### src/rtl/keyboard_fifo_wb.sv
// Keyboard register block for the BK bus: key-code FIFO, status/data registers,
// vectored interrupt requests and hardware typematic autorepeat.
//
// Autorepeat FSM:
//   state      | meaning
//   RPT_IDLE   | no key held, or autorepeat disabled
//   RPT_DELAY  | counting down the initial delay after a key press
//   RPT_REPEAT | counting down the period between repeats
module keyboard_fifo_wb #(
    parameter int          FIFO_DEPTH    = 8,
    parameter logic [15:0] BASE_ADDR     = 16'o177660,
    parameter bit          REPEAT_EN     = 1'b1,
    parameter logic [23:0] REPEAT_DELAY  = 24'd1500000,
    parameter logic [23:0] REPEAT_PERIOD = 24'd300000
) (
    input  logic                          clk_bus,
    input  logic                          bus_reset,
    input  logic [15:0]                   bus_din,
    output logic [15:0]                   bus_dout,
    input  logic [15:0]                   bus_addr,
    input  logic                          bus_sync,
    input  logic                          bus_we,
    input  logic                          bus_stb,
    output logic                          bus_ack,
    input  logic                          key_valid,
    input  logic [6:0]                    key_code,
    input  logic                          key_ar2,
    input  logic                          key_held,
    output logic                          virq_req60,
    input  logic                          virq_ack60,
    output logic                          virq_req274,
    input  logic                          virq_ack274,
    output logic [$clog2(FIFO_DEPTH):0]   fifo_level
);

    localparam int          AW        = $clog2(FIFO_DEPTH);
    localparam logic [15:0] DATA_ADDR = BASE_ADDR + 16'd2;
    localparam logic [AW:0] DEPTH_L   = (AW+1)'(FIFO_DEPTH);

    typedef enum logic [1:0] {RPT_IDLE, RPT_DELAY, RPT_REPEAT} rpt_state_t;

    logic [7:0]  mem [FIFO_DEPTH];
    logic [AW:0] wr_ptr, rd_ptr;
    logic [7:0]  head;
    logic        fifo_empty, fifo_full;

    logic        ack_q, stb_sel_q, ack60_q, ack274_q;
    logic [15:0] rd_q;
    logic        mask, ovf, irq_done;
    logic [6:0]  data_q;

    logic        sel_st, sel_dt, sel_any, stb_sel, act;
    logic        wr_st, rd_st, pop;
    logic [15:0] status_word, live;

    logic        key_accept, push_req, do_push, drop;
    logic [7:0]  push_entry;

    rpt_state_t  rpt_state, rpt_state_nxt;
    logic [23:0] rpt_cnt, rpt_cnt_nxt;
    logic [7:0]  rpt_entry;
    logic        rpt_tick, rpt_latch;

    logic        unused_bits;
    assign unused_bits = ^{bus_din[15:7], bus_din[5:0], bus_addr[0]};

    assign sel_st  = bus_sync & (bus_addr[15:1] == BASE_ADDR[15:1]);
    assign sel_dt  = bus_sync & (bus_addr[15:1] == DATA_ADDR[15:1]) & ~bus_we;
    assign sel_any = sel_st | sel_dt;
    assign stb_sel = bus_stb & sel_any;
    assign act     = stb_sel & ~stb_sel_q;
    assign wr_st   = act & sel_st & bus_we;
    assign rd_st   = act & sel_st & ~bus_we;

    assign head       = mem[rd_ptr[AW-1:0]];
    assign fifo_level = wr_ptr - rd_ptr;
    assign fifo_empty = (wr_ptr == rd_ptr);
    assign fifo_full  = (fifo_level == DEPTH_L);
    assign pop        = act & sel_dt & ~fifo_empty;

    assign status_word = {ovf, 7'b0, ~fifo_empty, mask, 6'b0};
    assign live = sel_st ? status_word :
                  sel_dt ? {9'b0, (fifo_empty ? data_q : head[6:0])} : 16'h0000;

    // Hold the value captured at the action edge so side effects (pop, ovf clear)
    // never change what the master sees while it still holds the strobe.
    assign bus_dout = sel_any ? (stb_sel_q ? rd_q : live) : 16'h0000;
    assign bus_ack  = stb_sel & ack_q;

    assign key_accept = key_valid & (key_code != 7'd0);
    assign push_req   = key_valid ? key_accept : rpt_tick;
    assign push_entry = key_valid ? {key_ar2, key_code} : rpt_entry;
    assign do_push    = push_req & (~fifo_full | pop);
    assign drop       = push_req & fifo_full & ~pop;

    always_ff @(posedge clk_bus) begin
        if (do_push) mem[wr_ptr[AW-1:0]] <= push_entry;
    end

    always_ff @(posedge clk_bus or posedge bus_reset) begin
        if (bus_reset) begin
            ack_q       <= 1'b0;
            stb_sel_q   <= 1'b0;
            ack60_q     <= 1'b0;
            ack274_q    <= 1'b0;
            rd_q        <= 16'h0000;
            wr_ptr      <= '0;
            rd_ptr      <= '0;
            data_q      <= 7'd0;
            mask        <= 1'b1;
            ovf         <= 1'b0;
            irq_done    <= 1'b0;
            virq_req60  <= 1'b0;
            virq_req274 <= 1'b0;
        end else begin
            ack_q     <= bus_stb;
            stb_sel_q <= stb_sel;
            ack60_q   <= virq_ack60;
            ack274_q  <= virq_ack274;
            if (act) rd_q <= live;
            if (do_push) wr_ptr <= wr_ptr + (AW+1)'(1);
            if (pop) begin
                rd_ptr <= rd_ptr + (AW+1)'(1);
                data_q <= head[6:0];
            end
            if (wr_st) mask <= bus_din[6];
            if (rd_st) ovf <= 1'b0;
            if (drop) ovf <= 1'b1;

            // irq_done stops an acknowledged head entry from re-requesting until popped
            if (pop || (wr_st && bus_din[6])) begin
                virq_req60  <= 1'b0;
                virq_req274 <= 1'b0;
                if (pop) irq_done <= 1'b0;
            end else if (virq_req60 && virq_ack60 && !ack60_q) begin
                virq_req60 <= 1'b0;
                irq_done   <= 1'b1;
            end else if (virq_req274 && virq_ack274 && !ack274_q) begin
                virq_req274 <= 1'b0;
                irq_done    <= 1'b1;
            end else if (!mask && !fifo_empty && !virq_req60 && !virq_req274 && !irq_done) begin
                if (head[7]) virq_req274 <= 1'b1;
                else         virq_req60  <= 1'b1;
            end
        end
    end

    always_ff @(posedge clk_bus or posedge bus_reset) begin
        if (bus_reset) begin
            rpt_state <= RPT_IDLE;
            rpt_cnt   <= 24'd0;
            rpt_entry <= 8'h00;
        end else begin
            rpt_state <= rpt_state_nxt;
            rpt_cnt   <= rpt_cnt_nxt;
            if (rpt_latch) rpt_entry <= {key_ar2, key_code};
        end
    end

    always_comb begin
        rpt_state_nxt = rpt_state;
        rpt_cnt_nxt   = rpt_cnt;
        rpt_tick      = 1'b0;
        rpt_latch     = 1'b0;
        if (!REPEAT_EN) begin
            rpt_state_nxt = RPT_IDLE;
        end else if (key_accept) begin
            rpt_latch     = 1'b1;
            rpt_cnt_nxt   = REPEAT_DELAY - 24'd1;
            rpt_state_nxt = RPT_DELAY;
        end else if (!key_held) begin
            rpt_state_nxt = RPT_IDLE;
        end else if (rpt_state != RPT_IDLE) begin
            if (rpt_cnt == 24'd0) begin
                rpt_tick      = 1'b1;
                rpt_cnt_nxt   = REPEAT_PERIOD - 24'd1;
                rpt_state_nxt = RPT_REPEAT;
            end else begin
                rpt_cnt_nxt = rpt_cnt - 24'd1;
            end
        end
    end

endmodule

### config.mk
export PLATFORM = sky130hd
export DESIGN_NAME = keyboard_fifo_wb
export DESIGN_NICKNAME = d
export VERILOG_FILES = /design/src/rtl/keyboard_fifo_wb.sv
export SDC_FILE = /design/constraint.sdc
export NUM_CORES = 1
export LEC_CHECK = 0
export CORE_MARGIN = 2
export CORE_UTILIZATION = 55
export DETAILED_ROUTE_END_ITERATION = 10
export GPL_ROUTABILITY_DRIVEN = 0
export PLACE_DENSITY = 0.79
export SLEW_MARGIN = 30
export SYNTH_ARGS = -nofsm -noshare
export SYNTH_HDL_FRONTEND = slang
export SYNTH_SLANG_ARGS = --single-unit
### constraint.sdc
create_clock -name clk_bus -period 7.2 [get_ports clk_bus]
set_clock_uncertainty 0.15 [all_clocks]
set_input_delay 0.72 -clock clk_bus [delete_from_list [all_inputs] [get_ports clk_bus]]
set_output_delay 0.72 -clock clk_bus [all_outputs]
set_load 0.02 [all_outputs]
==> flow_metrics.env, run 1 <==
export IMPL_period_needed_ns=4.541
export IMPL_ctsHoldBuffers=0
export IMPL_drv_cap=0
export IMPL_p_sw_frac=0.2717
export IMPL_drive_gt1_frac=0.1358
export IMPL_clock_latency_ns=0.53
export IMPL_drc=0
export IMPL_postLayoutCoreUtil=0.6726
export IMPL_status="complete, no violations"
export IMPL_synth_area_leaders="edfxtp_1 (32%), dfrtp_1 (27%), mux4_2 (5.9%)"
export IMPL_antenna_left=0
export IMPL_hold_viol_final=0
export IMPL_fin_cells=707
export IMPL_r2r_slack_ns=3.03
export IMPL_routed_via_density=5.942
export IMPL_final_cell_mix="nand2_1 (67), dfrtp_1 (65), edfxtp_1 (64)"
export IMPL_comb_power_share=0.170
export IMPL_worstPathRequired_ns=6.33
export IMPL_cts_setup_buffers=0
export IMPL_die_h_um=109.2
export IMPL_dpl_cell_area_sq_um=6708
export IMPL_synth_avg_cell_area_sq_um=12.26
export IMPL_p_seq_frac=0.434
export IMPL_place_inst=675
export IMPL_synth_cell_types=60
export IMPL_ys_async_sr_fraction=0.5115
export IMPL_synth_edf_count=64
export IMPL_worstMarginPinSlew_ns=0.9564
export IMPL_holdWs_ns=0.3279
export IMPL_p_switching_uw=577.3
export IMPL_grt_antenna_before_repair=0
export IMPL_critPathLaunchType="flop"
export IMPL_endpoint_kind="primary output"
export IMPL_cp_slowest_cell="dfrtp_2"
export IMPL_finalCritPeriodShare=0.6306
export IMPL_core_area_sq_um=10840
export IMPL_stdcell_area_sq_um=7291
export IMPL_met1_usage=0.2922
export IMPL_relSlewSlack=0.3610
export IMPL_grt_pass1_wl_um=20220
export IMPL_syn_inst=497
export IMPL_die_width_um=109.2
export IMPL_slew_viol_final=0
export IMPL_cts_root_buf="clkbuf_8"
export IMPL_p_leak_nw=2.740
export IMPL_use_met2=0.3824
export IMPL_path_buf_inv=2
export IMPL_cts_tree="built"
export IMPL_cts_resized_gates=0
export IMPL_std_cell_rows=38
export IMPL_critical_path_most_common_cell="a211oi_1"
export IMPL_p_int_mw=1.547
export IMPL_grt_max_degree=68
export IMPL_reg2regPathDepth=7
export IMPL_area_growth_pct=19.68
export IMPL_nets=611
export IMPL_dpl_worst_slack_ns=2.680
export IMPL_cts_clk_slew_worst_paths_ns=0.06
export IMPL_rsz0062_at_grt="false"
export IMPL_cp_top_family="simple AND/OR/NAND/NOR gates"
export IMPL_r2r_end="mem[7][7]"
export IMPL_pin_count=72
export IMPL_setup_tns_ns=0
export IMPL_num_antenna_cells=0
export IMPL_yosysSeqAreaShare=0.5909
export IMPL_total_power_mw=2.125
export IMPL_gr_total_overflow=0
export IMPL_ys_warn_count=0
export IMPL_synth_top_area_share=0.3155
export IMPL_hpwl_um=8148
export IMPL_drt_pass1_iter_count=7
export IMPL_cp_slowest_stage_delay_ns=0.70
export IMPL_critPathLaunch="rd_ptr[1]"
export IMPL_fmax_ghz=0.2202
export IMPL_start_util=0.5620
export IMPL_ys_ff_latch=131
export IMPL_hold_path_depth=2
export IMPL_cts_htree_levels=4
export IMPL_syn_cell_area_sq_um=6092
export IMPL_use_met3=0.06754
export IMPL_nFillCells=806
export IMPL_grt_pass1_vias=4059
export IMPL_cts_buffer_depth=2
export IMPL_grt_busiest_layer="met2"
export IMPL_vdd_drop_max_mv=0.2489
export IMPL_final_common_cell="nand2_1"
export IMPL_wl_um=12800
export IMPL_powerDensity_nw_per_um2=291.4
export IMPL_clkPwrFrac=0.396
export IMPL_min_path_type="flop to flop"
export IMPL_yosysTopAreaCell="edfxtp_1"
export IMPL_grt_usage=0.2321
export IMPL_crit_chain="inv_1, ha_1, and3_1, nand2_1, nor2_1, a211oi_1, mux2i_1, a211oi_1, clkdlybuf4s50_1"
export IMPL_synth_flop_cell="dfrtp_1"
export IMPL_vias=4201
export IMPL_reg2reg_from="rd_ptr[1]"
export IMPL_post_drt_wl_per_cell_um=18.11
export IMPL_setup_slack_ns=2.659
export IMPL_critical_path_endpoint="bus_dout[6]"
export IMPL_io_buffers=48
export IMPL_worstSetupPathType="flop to primary output"
export IMPL_drtIter0Drc=283
export IMPL_die_area_sq_um=11930
export IMPL_cp_max_fo=25
export IMPL_cts_sinks=131
export IMPL_numCtsBuffers=17
export IMPL_cp_arrival_ns=3.67
export IMPL_path_depth=9
export IMPL_setup_viol=0
how the worst min path moves through the flow:
stage                         endpoint         start  slack, ns
after detailed placement  rpt_entry[7]  rpt_entry[7]       0.31
after CTS                 rpt_entry[7]  rpt_entry[7]       0.33
final                          rd_q[3]       rd_q[3]       0.33
after global placement    rpt_entry[7]  rpt_entry[7]       0.31
after floorplan            rpt_cnt[23]   rpt_cnt[23]       0.29
after global routing              mask          mask       0.35
registers in the layout, indices dropped and copies added, names as in the netlist:
| signal | cells |
|---|---|
| virq_req274 | 1 |
| rd_q | 9 |
| ovf | 1 |
| stb_sel_q | 1 |
| ack_q | 1 |
| irq_done | 1 |
| rd_ptr | 4 |
| ack274_q | 1 |
| wr_ptr | 4 |
| virq_req60 | 1 |
| rpt_state | 2 |
| data_q | 7 |
| ack60_q | 1 |
| mask | 1 |
| mem | 64 |
| rpt_cnt | 24 |
| rpt_entry | 8 |
cells by family after synthesis:
group                      after synthesis  share of synthesized area
buffers and inverters                   39                    0.02998
other                                    1                  0.0006156
xor gates and xnor gates                22                    0.03163
adders and majority gates                8                    0.01766
AOI/OAI and AO/OA                       93                    0.09817
muxes                                   34                    0.09057
and+or+nand+nor                        169                     0.1405
DFF                                    131                     0.5909
cell usage after synthesis, types with 9 or more instances:
| cell type | n |
|---|---|
| nor3_1 | 11 |
| mux4_2 | 16 |
| nor2_1 | 29 |
| xnor2_1 | 14 |
| mux2i_1 | 9 |
| clkbuf_1 | 15 |
| mux2_2 | 9 |
| nor4_1 | 15 |
| dfrtp_1 | 66 |
| edfxtp_1 | 64 |
| nand2_1 | 67 |
| o21ai_0 | 35 |
| inv_1 | 13 |
| a21oi_1 | 19 |
| nand3_1 | 10 |
tightest hold or removal path, delay by kind of cell (launching register included):
family | cells | cell delay, ns
AOI/OAI and AO/OA | 1 | 0.06
DFF | 1 | 0.34
and+or+nand+nor | 1 | 0.05
metal layers:
layer	share of wire	routed length [um]	vias to the layer above
met2	0.50	6391	159
met4	0.016	209	0
met1	0.42	5325	2067
li1	-	-	1955
met3	0.068	876	20
met5	0	0	-
power by group through the flow:
| stage | Sequential [mW] | Combinational [mW] | Clock, mW |
|---|---|---|---|
| after floorplan | 0.925 | 0.224 | 0 |
| after global placement | 0.926 | 0.343 | 0 |
| after detailed placement | 0.934 | 0.354 | 0 |
| after CTS | 0.922 | 0.360 | 0.855 |
| after global routing | 0.929 | 0.393 | 0.882 |
| final | 0.922 | 0.360 | 0.842 |
cell type report:
| type | instances | area, sq um | share of cell area |
|---|---|---|---|
| clock buffers | 18 | 417.9 | 0.05732 |
| clock inverters | 14 | 163.9 | 0.02248 |
| repair buffers | 57 | 548.0 | 0.07517 |
| multi-input cells | 333 | 2332 | 0.3199 |
| inverters | 14 | 52.55 | 0.007208 |
| flip-flops and latches | 131 | 3601 | 0.4939 |
| well taps | 140 | 175.2 | 0.02403 |
Power figures use the tool's default switching activity.
==> inputs of run 2 (changes only) <==
--- a/config.mk
+++ b/config.mk
@@ -6,10 +6,10 @@
 export NUM_CORES = 1
 export LEC_CHECK = 0
 export CORE_MARGIN = 2
-export CORE_UTILIZATION = 55
+export CORE_UTILIZATION = 51
 export DETAILED_ROUTE_END_ITERATION = 10
 export GPL_ROUTABILITY_DRIVEN = 0
-export PLACE_DENSITY = 0.79
+export PLACE_DENSITY = 0.77
 export SLEW_MARGIN = 30
 export SYNTH_ARGS = -nofsm -noshare
 export SYNTH_HDL_FRONTEND = slang
==> constraint.sdc (replaced) <==
create_clock -name clk_bus -period 4.1 [get_ports clk_bus]
set_clock_uncertainty 0.15 [all_clocks]
set_input_delay 0.41 -clock clk_bus [delete_from_list [all_inputs] [get_ports clk_bus]]
set_output_delay 0.41 -clock clk_bus [all_outputs]
set_load 0.02 [all_outputs]
==> run 2 against run 1 <==
  * Highest routed layer unchanged
  * Critical path type unchanged
  * Die area increased by 7.6%
  * Critical path depth unchanged
  * Wire length increased by 0.51%
  * Cell area up 0.27%
  * Critical endpoint unchanged
  * Clock-buffer cell count unchanged
  * Total power is 71% higher
==> flow_metrics.env, run 2 (synthesis results as in run 1) <==
export IMPL_powerDensity_nw_per_um2=497.5
export IMPL_cp_max_fo=20
export IMPL_die_width_um=113.3
export IMPL_clock_latency_ns=0.41
export IMPL_die_h_um=113.3
export IMPL_vias=4229
export IMPL_cp_slowest_cell="clkdlybuf4s50_1"
export IMPL_drv_cap=0
export IMPL_critical_path_most_common_cell="a211oi_1"
export IMPL_cts_setup_buffers=0
export IMPL_hpwl_um=8525
export IMPL_min_path_type="input port to asynchronous set/reset pin"
export IMPL_status="complete, no violations"
export IMPL_cts_buffer_depth=2
export IMPL_postLayoutCoreUtil=0.6348
export IMPL_endpoint_kind="primary output"
export IMPL_cts_sinks=131
export IMPL_grt_pass1_wl_um=21000
export IMPL_drt_pass1_iter_count=5
export IMPL_largest_register_ffs=64
export IMPL_final_common_cell="nand2_1"
export IMPL_critPathLaunchType="flop"
export IMPL_ctsHoldBuffers=0
export IMPL_area_growth_pct=20.00
export IMPL_antenna_left=0
export IMPL_numCtsBuffers=17
export IMPL_r2r_slack_ns=0.88
export IMPL_cts_resized_gates=0
export IMPL_grt_max_degree=53
export IMPL_drive_gt1_frac=0.1501
export IMPL_drc=0
export IMPL_worstMarginPinSlew_ns=0.7221
export IMPL_period_needed_ns=3.809
export IMPL_worstPathRequired_ns=3.54
export IMPL_relSlewSlack=0.5150
export IMPL_die_area_sq_um=12840
export IMPL_cp_arrival_ns=3.25
export IMPL_io_buffers=48
export IMPL_grt_pass1_vias=4166
export IMPL_crit_chain="inv_2, ha_1, and3_1, nand2_1, buf_4, a211oi_1, mux2i_1, a211oi_1, clkdlybuf4s50_1"
export IMPL_core_area_sq_um=11520
export IMPL_setup_viol=0
export IMPL_p_leak_nw=2.751
export IMPL_wl_um=12870
export IMPL_num_antenna_cells=0
export IMPL_cp_top_family="buffers and inverters"
export IMPL_post_drt_wl_per_cell_um=17.97
export IMPL_drtIter0Drc=295
export IMPL_gr_total_overflow=0
export IMPL_start_util=0.5290
export IMPL_routed_via_density=5.906
export IMPL_std_cell_rows=39
export IMPL_grt_antenna_before_repair=0
export IMPL_total_power_mw=3.637
export IMPL_setup_tns_ns=0
export IMPL_pin_count=72
export IMPL_cts_tree="built"
export IMPL_rsz0062_at_grt="false"
export IMPL_vdd_drop_max_mv=0.2623
export IMPL_worstSetupPathType="flop to primary output"
export IMPL_path_buf_inv=3
export IMPL_nets=618
export IMPL_hold_viol_final=0
export IMPL_finalCritPeriodShare=0.9290
export IMPL_grt_usage=0.2136
export IMPL_cp_slowest_stage_delay_ns=0.64
export IMPL_cts_htree_levels=4
export IMPL_final_cell_mix="nand2_1 (67), dfrtp_1 (65), edfxtp_1 (64)"
export IMPL_cts_clk_slew_worst_paths_ns=0.06
export IMPL_cts_root_buf="clkbuf_16"
export IMPL_slew_viol_final=0
export IMPL_fmax_ghz=0.2625
## run 2: changes by cell type in the layout (fill, tap and decap cells not counted), moves of 2 or more
cell / delta
buf_4: +7
clkinv_1: -3
clkinv_2: +3
clkinv_4: -3
bufinv_16: -2
clkinvlp_4: +2
inv_6: +2
## run 2: per-stage QoR
| step | hold WS [ns] | cells | instance area (sq um) | setup slack (ns) |
|---|---|---|---|---|
| floorplan | 0.2914 | 503 | 6115 | 0.4312 |
| global placement | 0.3100 | 685 | 6764 | 0.7068 |
| detailed placement | 0.3157 | 685 | 6766 | 0.6313 |
| CTS | 0.3224 | 716 | 7310 | 0.1714 |
| global route | 0.3369 | 716 | 7311 | 0.0005458 |
| finish | 0.3227 | 716 | 7311 | 0.2910 |
## run 2: layout make-up
| cell class | count | area (sq um) |
|---|---|---|
| well taps | 143 | 178.9 |
| inverters | 14 | 55.05 |
| clock inverters | 13 | 113.9 |
| flip-flops and latches | 131 | 3601 |
| clock buffers | 18 | 429.2 |
| fillers | 870 | 4205 |
| multi-input cells | 333 | 2332 |
| repair buffers | 64 | 600.6 |
## run 2: report_power, final
part	internal, mW	leakage [nW]	switching (mW)	total, mW
Clock	0.828	0.254	0.556	1.38
Combinational	0.261	1.10	0.375	0.636
Sequential	1.54	1.39	0.0764	1.62
## run 2: final timing paths
path / startpoint / cells after the start / end
worst min-delay path: bus_reset / 2 / ack274_q
worst max register to register: wr_ptr[0] / 9 / mem[6][7]
worst min register to register: rd_q[3] / 2 / rd_q[3]
min in group clk_bus: rd_q[3] / 2 / rd_q[3]
worst max-delay path: rd_ptr[2] / 9 / bus_dout[6]
max in group asynchronous: bus_reset / 3 / rpt_cnt[18]
## run 2: metal layers
| metal | up-vias | track usage | part of all wire |
|---|---|---|---|
| met5 | - | 0 | 0 |
| met4 | 0 | 0.09431 | 0.016 |
| met3 | 20 | 0.05463 | 0.072 |
| met2 | 185 | 0.3293 | 0.48 |
| met1 | 2059 | 0.2893 | 0.44 |
| li1 | 1965 | - | - |
==> inputs of run 3 (changes only) <==
--- a/config.mk
+++ b/config.mk
@@ -7,6 +7,8 @@
 export LEC_CHECK = 0
 export CORE_MARGIN = 2
 export CORE_UTILIZATION = 51
+export CTS_CLUSTER_DIAMETER = 50
+export CTS_CLUSTER_SIZE = 40
 export DETAILED_ROUTE_END_ITERATION = 10
 export GPL_ROUTABILITY_DRIVEN = 0
 export PLACE_DENSITY = 0.77
==> results of run 3 <==
No change in the layout: final DEF, timing and power equal those of run 2.
